`src/rtl/lcd_nibble_receiver.sv`:
```
// lcd_nibble_receiver: HD44780-style 4-bit LCD bus receiver with command decode and DDRAM write port
//   clk, rst_n (async, active-low)       : clock and reset
//   e, rs, rw, db[3:0]                   : raw LCD bus; e is asynchronous to clk
//   byte_valid, byte_out[7:0], byte_rs   : decoded byte pulse, byte, and its register select
//   mem_we, mem_addr[6:0], mem_data[7:0] : DDRAM write strobe, address, character
//   mode4, disp_on, cursor_on, blink_on  : interface mode and display-control state
//   inc_mode, busy, err                  : entry direction, busy counter active, sticky protocol error
module lcd_nibble_receiver #(
    parameter int CLEAR_CYCLES = 82000,
    parameter int CMD_CYCLES   = 2000
) (
    input  logic       clk,
    input  logic       rst_n,
    input  logic       e,
    input  logic       rs,
    input  logic       rw,
    input  logic [3:0] db,
    output logic       byte_valid,
    output logic [7:0] byte_out,
    output logic       byte_rs,
    output logic       mem_we,
    output logic [6:0] mem_addr,
    output logic [7:0] mem_data,
    output logic       mode4,
    output logic       disp_on,
    output logic       cursor_on,
    output logic       blink_on,
    output logic       inc_mode,
    output logic       busy,
    output logic       err
);
    localparam int CW = $clog2(CLEAR_CYCLES + 1);
    typedef enum logic [1:0] {INIT8, NIB_HI, NIB_LO} state_t;
    state_t        state, state_nx;
    logic [6:0]    sync1, sync2;
    logic          e_d, fall;
    logic          stb, stb_rs, stb_rw, stb_busy;
    logic [3:0]    stb_db, hi;
    logic          hi_rs;
    logic [CW-1:0] cnt;
    logic          acc, pair_ok, addr_ok, exec, init_ok, is_long, bad;
    logic [7:0]    bval;
    logic [6:0]    addr_step;

    // Bus is {e, rs, rw, db}; the strobe stage registers the edge together with
    // the bus fields and the busy state seen when the edge was detected.
    always_ff @(posedge clk or negedge rst_n) begin
        if (!rst_n) begin
            sync1    <= '0;
            sync2    <= '0;
            e_d      <= 1'b0;
            stb      <= 1'b0;
            stb_rs   <= 1'b0;
            stb_rw   <= 1'b0;
            stb_db   <= '0;
            stb_busy <= 1'b0;
        end else begin
            sync1    <= {e, rs, rw, db};
            sync2    <= sync1;
            e_d      <= sync2[6];
            stb      <= fall;
            stb_rs   <= sync2[5];
            stb_rw   <= sync2[4];
            stb_db   <= sync2[3:0];
            stb_busy <= busy;
        end
    end

    assign fall    = !sync2[6] && e_d;
    assign busy    = cnt != '0;
    assign acc     = stb && !stb_rw;
    assign bval    = state == NIB_LO ? {hi, stb_db} : {stb_db, 4'h0};
    assign pair_ok = hi_rs == stb_rs;
    assign addr_ok = bval[6:0] <= 7'h27 || (bval[6:0] >= 7'h40 && bval[6:0] <= 7'h67);
    // DDRAM is two 40-character lines at 0x00 and 0x40; stepping wraps between them.
    assign addr_step = inc_mode
        ? (mem_addr == 7'h27 ? 7'h40 : mem_addr == 7'h67 ? 7'h00 : mem_addr + 7'd1)
        : (mem_addr == 7'h40 ? 7'h27 : mem_addr == 7'h00 ? 7'h67 : mem_addr - 7'd1);

    always_ff @(posedge clk or negedge rst_n) begin
        if (!rst_n) state <= INIT8;
        else        state <= state_nx;
    end

    always_comb begin
        state_nx = state;
        if (acc) begin
            case (state)
                INIT8:   state_nx = init_ok ? NIB_HI : INIT8;
                NIB_HI:  state_nx = NIB_LO;
                default: state_nx = NIB_HI;
            endcase
        end
    end

    always_comb begin
        init_ok = bval == 8'h20 && !stb_rs;
        exec    = acc && state == NIB_LO && pair_ok;
        is_long = !stb_rs && bval[7:2] == 6'd0 && bval[1:0] != 2'd0;
        bad     = (stb && (stb_rw || stb_busy))
               || (acc && state == INIT8 && !init_ok && bval != 8'h30)
               || (acc && state == NIB_LO && !pair_ok)
               || (exec && !stb_rs && ((bval[7] && !addr_ok) || bval[7:4] == 4'b0011));
    end

    always_ff @(posedge clk or negedge rst_n) begin
        if (!rst_n) begin
            byte_valid <= 1'b0;
            byte_out   <= '0;
            byte_rs    <= 1'b0;
            mem_we     <= 1'b0;
            mem_addr   <= '0;
            mem_data   <= '0;
            mode4      <= 1'b0;
            disp_on    <= 1'b0;
            cursor_on  <= 1'b0;
            blink_on   <= 1'b0;
            inc_mode   <= 1'b1;
            err        <= 1'b0;
            hi         <= '0;
            hi_rs      <= 1'b0;
            cnt        <= '0;
        end else begin
            byte_valid <= exec;
            mem_we     <= exec && stb_rs;
            cnt        <= busy ? cnt - CW'(1) : cnt;
            if (bad) err <= 1'b1;
            if (acc && state == NIB_HI) begin
                hi    <= stb_db;
                hi_rs <= stb_rs;
            end
            if (acc && state == INIT8 && init_ok) mode4 <= 1'b1;
            // Address advances the cycle after the write so mem_addr is valid alongside mem_we.
            if (mem_we) mem_addr <= addr_step;
            if (exec) begin
                byte_out <= bval;
                byte_rs  <= stb_rs;
                cnt      <= is_long ? CW'(CLEAR_CYCLES) : CW'(CMD_CYCLES);
                if (stb_rs) mem_data <= bval;
                else if (bval[7]) mem_addr <= bval[6:0];
                else if (bval[7:3] == 5'b00001) {disp_on, cursor_on, blink_on} <= bval[2:0];
                else if (bval[7:2] == 6'b000001) inc_mode <= bval[1];
                else if (bval[7:1] == 7'b0000001) mem_addr <= '0;
                else if (bval == 8'h01) begin
                    mem_addr <= '0;
                    inc_mode <= 1'b1;
                end
            end
        end
    end
endmodule

```
`config.mk`:
```
export PLATFORM = sky130hd
export DESIGN_NAME = lcd_nibble_receiver
export DESIGN_NICKNAME = d
export VERILOG_FILES = /design/src/rtl/lcd_nibble_receiver.sv
export SDC_FILE = /design/constraint.sdc
export NUM_CORES = 1
export LEC_CHECK = 0
export BUFFER_PORTS_ARGS = -buffer_cell sky130_fd_sc_hd__buf_2
export CORE_ASPECT_RATIO = 0.5
export CORE_MARGIN = 2
export CORE_UTILIZATION = 58
export CTS_CLUSTER_SIZE = 12
export DETAILED_ROUTE_END_ITERATION = 16
export PLACE_DENSITY = 0.76
export SYNTH_ARGS = -nofsm -noshare
export SYNTH_HDL_FRONTEND = slang
export SYNTH_SLANG_ARGS = --single-unit
```
`constraint.sdc`:
```
create_clock -name clk -period 2.8 [get_ports clk]
set_input_delay 0.56 -clock clk [delete_from_list [all_inputs] [get_ports clk]]
set_output_delay 0.56 -clock clk [all_outputs]
set_load 0.01 [all_outputs]
```
* Word-level counts from Yosys, hierarchy flattened *
Index checks and enable logic that the tools add are counted.

operators by class
  $add $sub $neg = 3
  magnitude comparators = 3
  eq/ne operators = 14
  muxes and demuxes = 22
  bitwise logic cells = 3
  reductions and logical operators = 41

operator list
  kind                   count
  $mux 7                 13
  $mux 17                3
  $logic_and 1x1->1      19
  $reduce_bool 17->1     1
  $sub 17x1->17 const B  1
  $eq 7x7->1 const B     2
  $eq 8x1->1 const B     1
  $eq 8x6->1 const B     1
  $mux 8                 1
  $ne 8x6->1 const B     1
  $add 7x1->7 const B    1
  $eq 7x1->1 const B     1
  $eq 7x6->1 const B     1
  $ge 7x7->1 const B     1
  $le 7x6->1 const B     1
  $le 7x7->1 const B     1
  $logic_not 7->1        1
  $sub 7x1->7 const B    1
  $eq 6x1->1 const B     1
  $logic_not 1->1        6
  $logic_not 6->1        1
  $logic_or 1x1->1       6
  $reduce_and 6->1       1
  $reduce_bool 2->1      3
  12 further kinds       17

word-level totals
  register bits after elaboration = 79
  output and inout bits = 33
  word-level logic and storage cells = 110

* Logic depth before layout (Yosys ltp) *
  depth after elaboration = 12
  mapped depth = 7

* Worst setup path after synthesis *
No wires, ideal clock.

  kind = flip-flop to output port
  from = register cnt[14]
  to = output port busy
  arrival time = 1495 ps
  data required time = 2240 ps
  path slack = 745 ps
  stages on the path, launching flop included = 4
  buffers on the path = 0
  path through = dfrtp_1 -> or4_4 -> nor4_4 -> nand3_1

between the ends
  longest elaborated chain between the ends = 1

ends and longest elaborated chain
  element                 RTL line  text
  start, declared         40        logic [CW-1:0] cnt;
  start signal, assigned  126       cnt <= busy ? cnt - CW'(1) : cnt;
  start signal, assigned  138       cnt <= is_long ? CW'(CLEAR_CYCLES) : CW'(CMD_CYCLES);
  $reduce_bool 17->1      70        assign busy = cnt != '0;
  end, declared           29        output logic busy,

Every way passes these cells.

* Worst setup path after layout *
Same ends and word-level chain as after synthesis.

==> metrics.csv <==
stage,metric,value,unit
status,status,"finished, final reports clean",
finish,post-layout instance area,0.00416,mm²
finish,Final #Nets,383,
logic_synthesis,mapped cell area,0.00354,mm²
finish,layout cell share with drive strength beyond 1,0.225,
drt,post-DR vias/cell,5.86,
drt,final wirelength,7.48,mm
min_path,HP Class,input port to flop,
grt,vias in the first global route,2572,
drt,via count,2644,
clocking,clock latency on the worst-skew pair,0.33,ns
grt,largest net degree at the start of global routing,80,
worst_setup_path,CP Data Arrival Time,2.15,ns
run,max cap viols,0,
place,PortBufs,41,
worst_setup_path,Crit. End Element,output port,
drt,drt first-iter violations,225,
clocking,CTS tree,done,
worst_setup_path,cell family with most CP delay,simple AND/OR/NAND/NOR gates,
drt,Pre-Repair DR Iteration Count,4,
clocking,clock sinks,79,
die,FP Rows,20,
clocking,"Reg clk slew, reported paths",0.06,ns
drt,DRC Markers,0,
die,Starting Density,0.591,
timing,Max Freq,0.369,GHz
grt,first-pass GRT wire length,12.2,mm
die,I/O Pins,42,
logic_synthesis,"EDFF count, synth",0,
grt,antenna violations before repair,0,
die,Die W,114,µm
worst_setup_path,crit path max fanout,6,
timing,Max-slew headroom,0.381,
finish,area grow syn2layout,17.7,%
worst_setup_path,RR Startpoint,cnt[14],
worst_setup_path,CP Cell Sequence,"or4_4, nor4_4, nand3_1, buf_2",
logic_synthesis,distinct cell type count after synthesis,51,
place,routability cong.,0.878,
power,Leak Pwr,0.00187,µW
logic_synthesis,syn_area_per_cell,10.8,µm²
clocking,CTS max path bufs,2,
place,placed cell count,436,
clocking,CTS buffer count,9,
timing,period utilization,0.967,
timing,Setup Viol. Count Final,0,
logic_synthesis,Synth Register Bits,79,
timing,fin. max-slew vios,0,
min_path,Worst Hold Launch,db[2],
worst_setup_path,critical path data required time,2.24,ns
worst_setup_path,critical path class,flop to output port,
power,Worst VDD drop,0.481,mV
timing,setup_tns,0,ns
timing,fin crit period,2.71,ns
timing,RSZ-0062 raised after global routing,false,
logic_synthesis,Post-synth top flop,dfrtp_1,
finish,filler cell count,449,
power,total power,3970,µW
finish,antenna fix cells,0,
die,DIE HEIGHT,59.2,µm
logic_synthesis,Synthesis Warnings,0,
drt,Detail Route Antenna Nets,0,
place,Post-DP Area,0.00382,mm²
timing,Least-Margin Pin Slew,0.929,ns
place,DP HPWL,4.88,mm
clocking,H-tree Lvls,3,
power,Power Density,954,mW/mm²
worst_setup_path,crit path launch type,flop,
logic_synthesis,sequential area share after synthesis,0.559,
logic_synthesis,Cells after Synth,327,
grt,Tot GR Track Use,0.237,
clocking,Root Driver,clkbuf_16,
worst_setup_path,Worst Path Buf+Inv,1,
drt,drt wl/cell,16.6,µm
die,CORE AREA,0.00598,mm²
grt,total gr overflow,0,
finish,Finished Layout Cells,451,
die,die area,0.00677,mm²
worst_setup_path,CP max stage delay,0.58,ns
logic_synthesis,Post-synth ARST share,1.00,
worst_setup_path,crit path max-delay cell type,or4_4,
timing,Clock Skew,0.00668,ns
timing,final hold vios,0,
logic_synthesis,syn_nets,340,
worst_setup_path,Worst Setup SP,cnt[14],
[power breakdown]
group | leakage, µW | total, µW | switching (µW) | internal (µW)
sequential | 0.000985 | 1730 | 325 | 1410
combinational | 0.000720 | 939 | 510 | 429
clock | 0.000166 | 1300 | 433 | 865
total | 0.00187 | 3970 | 1270 | 2700
[repair_timing]
action | CTS | global route
hold endpoints to repair | 0 | 0
endpoints found under the setup margin | 0 | 1
hold buffers | 0 | 0
gates resized for setup | 0 | 1
setup buffers | 0 | 0
[cell usage in the layout (no fill, tap or decap), types with 11 or more instances in the layout]
cell type / count
dfrtp_1: 78
buf_2: 40
nor2_1: 29
nand2_1: 22
o21ai_0: 18
inv_1: 14
mux2_2: 14
a21oi_1: 13
xnor2_1: 11
[kinds of logic (layout without fill, tap and decap cells)]
logic type,Yosys count,count (layout),share of synthesized area
xor+xnor,17,17,0.0421
compound gates,69,69,0.127
mux,20,20,0.0616
fa+ha+maj,4,4,0.0142
flops,79,79,0.559
buf+inv,27,74,0.0290
simple gates,111,111,0.167
[routing by layer]
metal  GRT usage  routed length, µm  up-vias
li1            -                  -     1249
met1       0.301               3390     1312
met2       0.403               3680       71
met3      0.0706                349       12
met4      0.0714                 70        0
met5           0                  0        -
[sequential cells by signal (all words and copies together) (netlist names), 2 cells and up]
register / cells
mem_addr: 7
mem_data: 8
sync2: 7
byte_out: 8
cnt: 17
sync1: 7
state: 2
hi: 4
stb_db: 4
[metrics by stage]
step           hold slack [ns]  worst slack [ns]  utilization
2_1_floorplan            0.264             0.745            -
3_3_place_gp             0.334             0.507        0.639
3_5_place_dp             0.335             0.432        0.639
4_1_cts                  0.327            0.0618        0.695
5_1_grt                  0.319            0.0275        0.696
6_report                 0.336            0.0925        0.696
[synth_stat cells, types with 4 or more instances]
cell / instances / area share
mux2i_1: 6 / 0.017
clkbuf_1: 12 / 0.013
nor2b_1: 4 / 0.0071
a21oi_1: 13 / 0.018
o21ai_0: 18 / 0.025
a211oi_1: 8 / 0.017
or4_1: 4 / 0.0085
nor2_1: 29 / 0.031
inv_1: 14 / 0.015
nor4_1: 9 / 0.016
o31ai_1: 5 / 0.011
ha_1: 4 / 0.014
xnor2_1: 11 / 0.027
mux2_2: 14 / 0.045
a31oi_1: 4 / 0.0071
dfrtp_1: 78 / 0.55
xor2_1: 6 / 0.015
nand3_1: 7 / 0.0099
nand2_1: 22 / 0.023
nor3_1: 9 / 0.013
nand2b_1: 9 / 0.016
[path summary, 6_finish.rpt]
path                          endpoint  slack (ns)  cells past startpoint
max                               busy        0.09                      4
min                           sync1[2]        0.34                      1
max reg2reg                     cnt[6]        0.61                      5
min reg2reg                  stb_db[1]        0.34                      0
max in group asynchronous  mem_addr[3]        1.82                      1
min in group asynchronous      cnt[15]        0.37                      1
[layout make-up]
type	instances	area, µm²	area share
inverters	14	52.6	0.0126
well taps	77	96.3	0.0232
multi-input cells	221	1460	0.351
repair buffers	45	238	0.0571
clock buffers	9	225	0.0541
clock inverters	6	109	0.0262
flip-flops and latches	79	1980	0.475
Power figures use the tool's default switching activity.
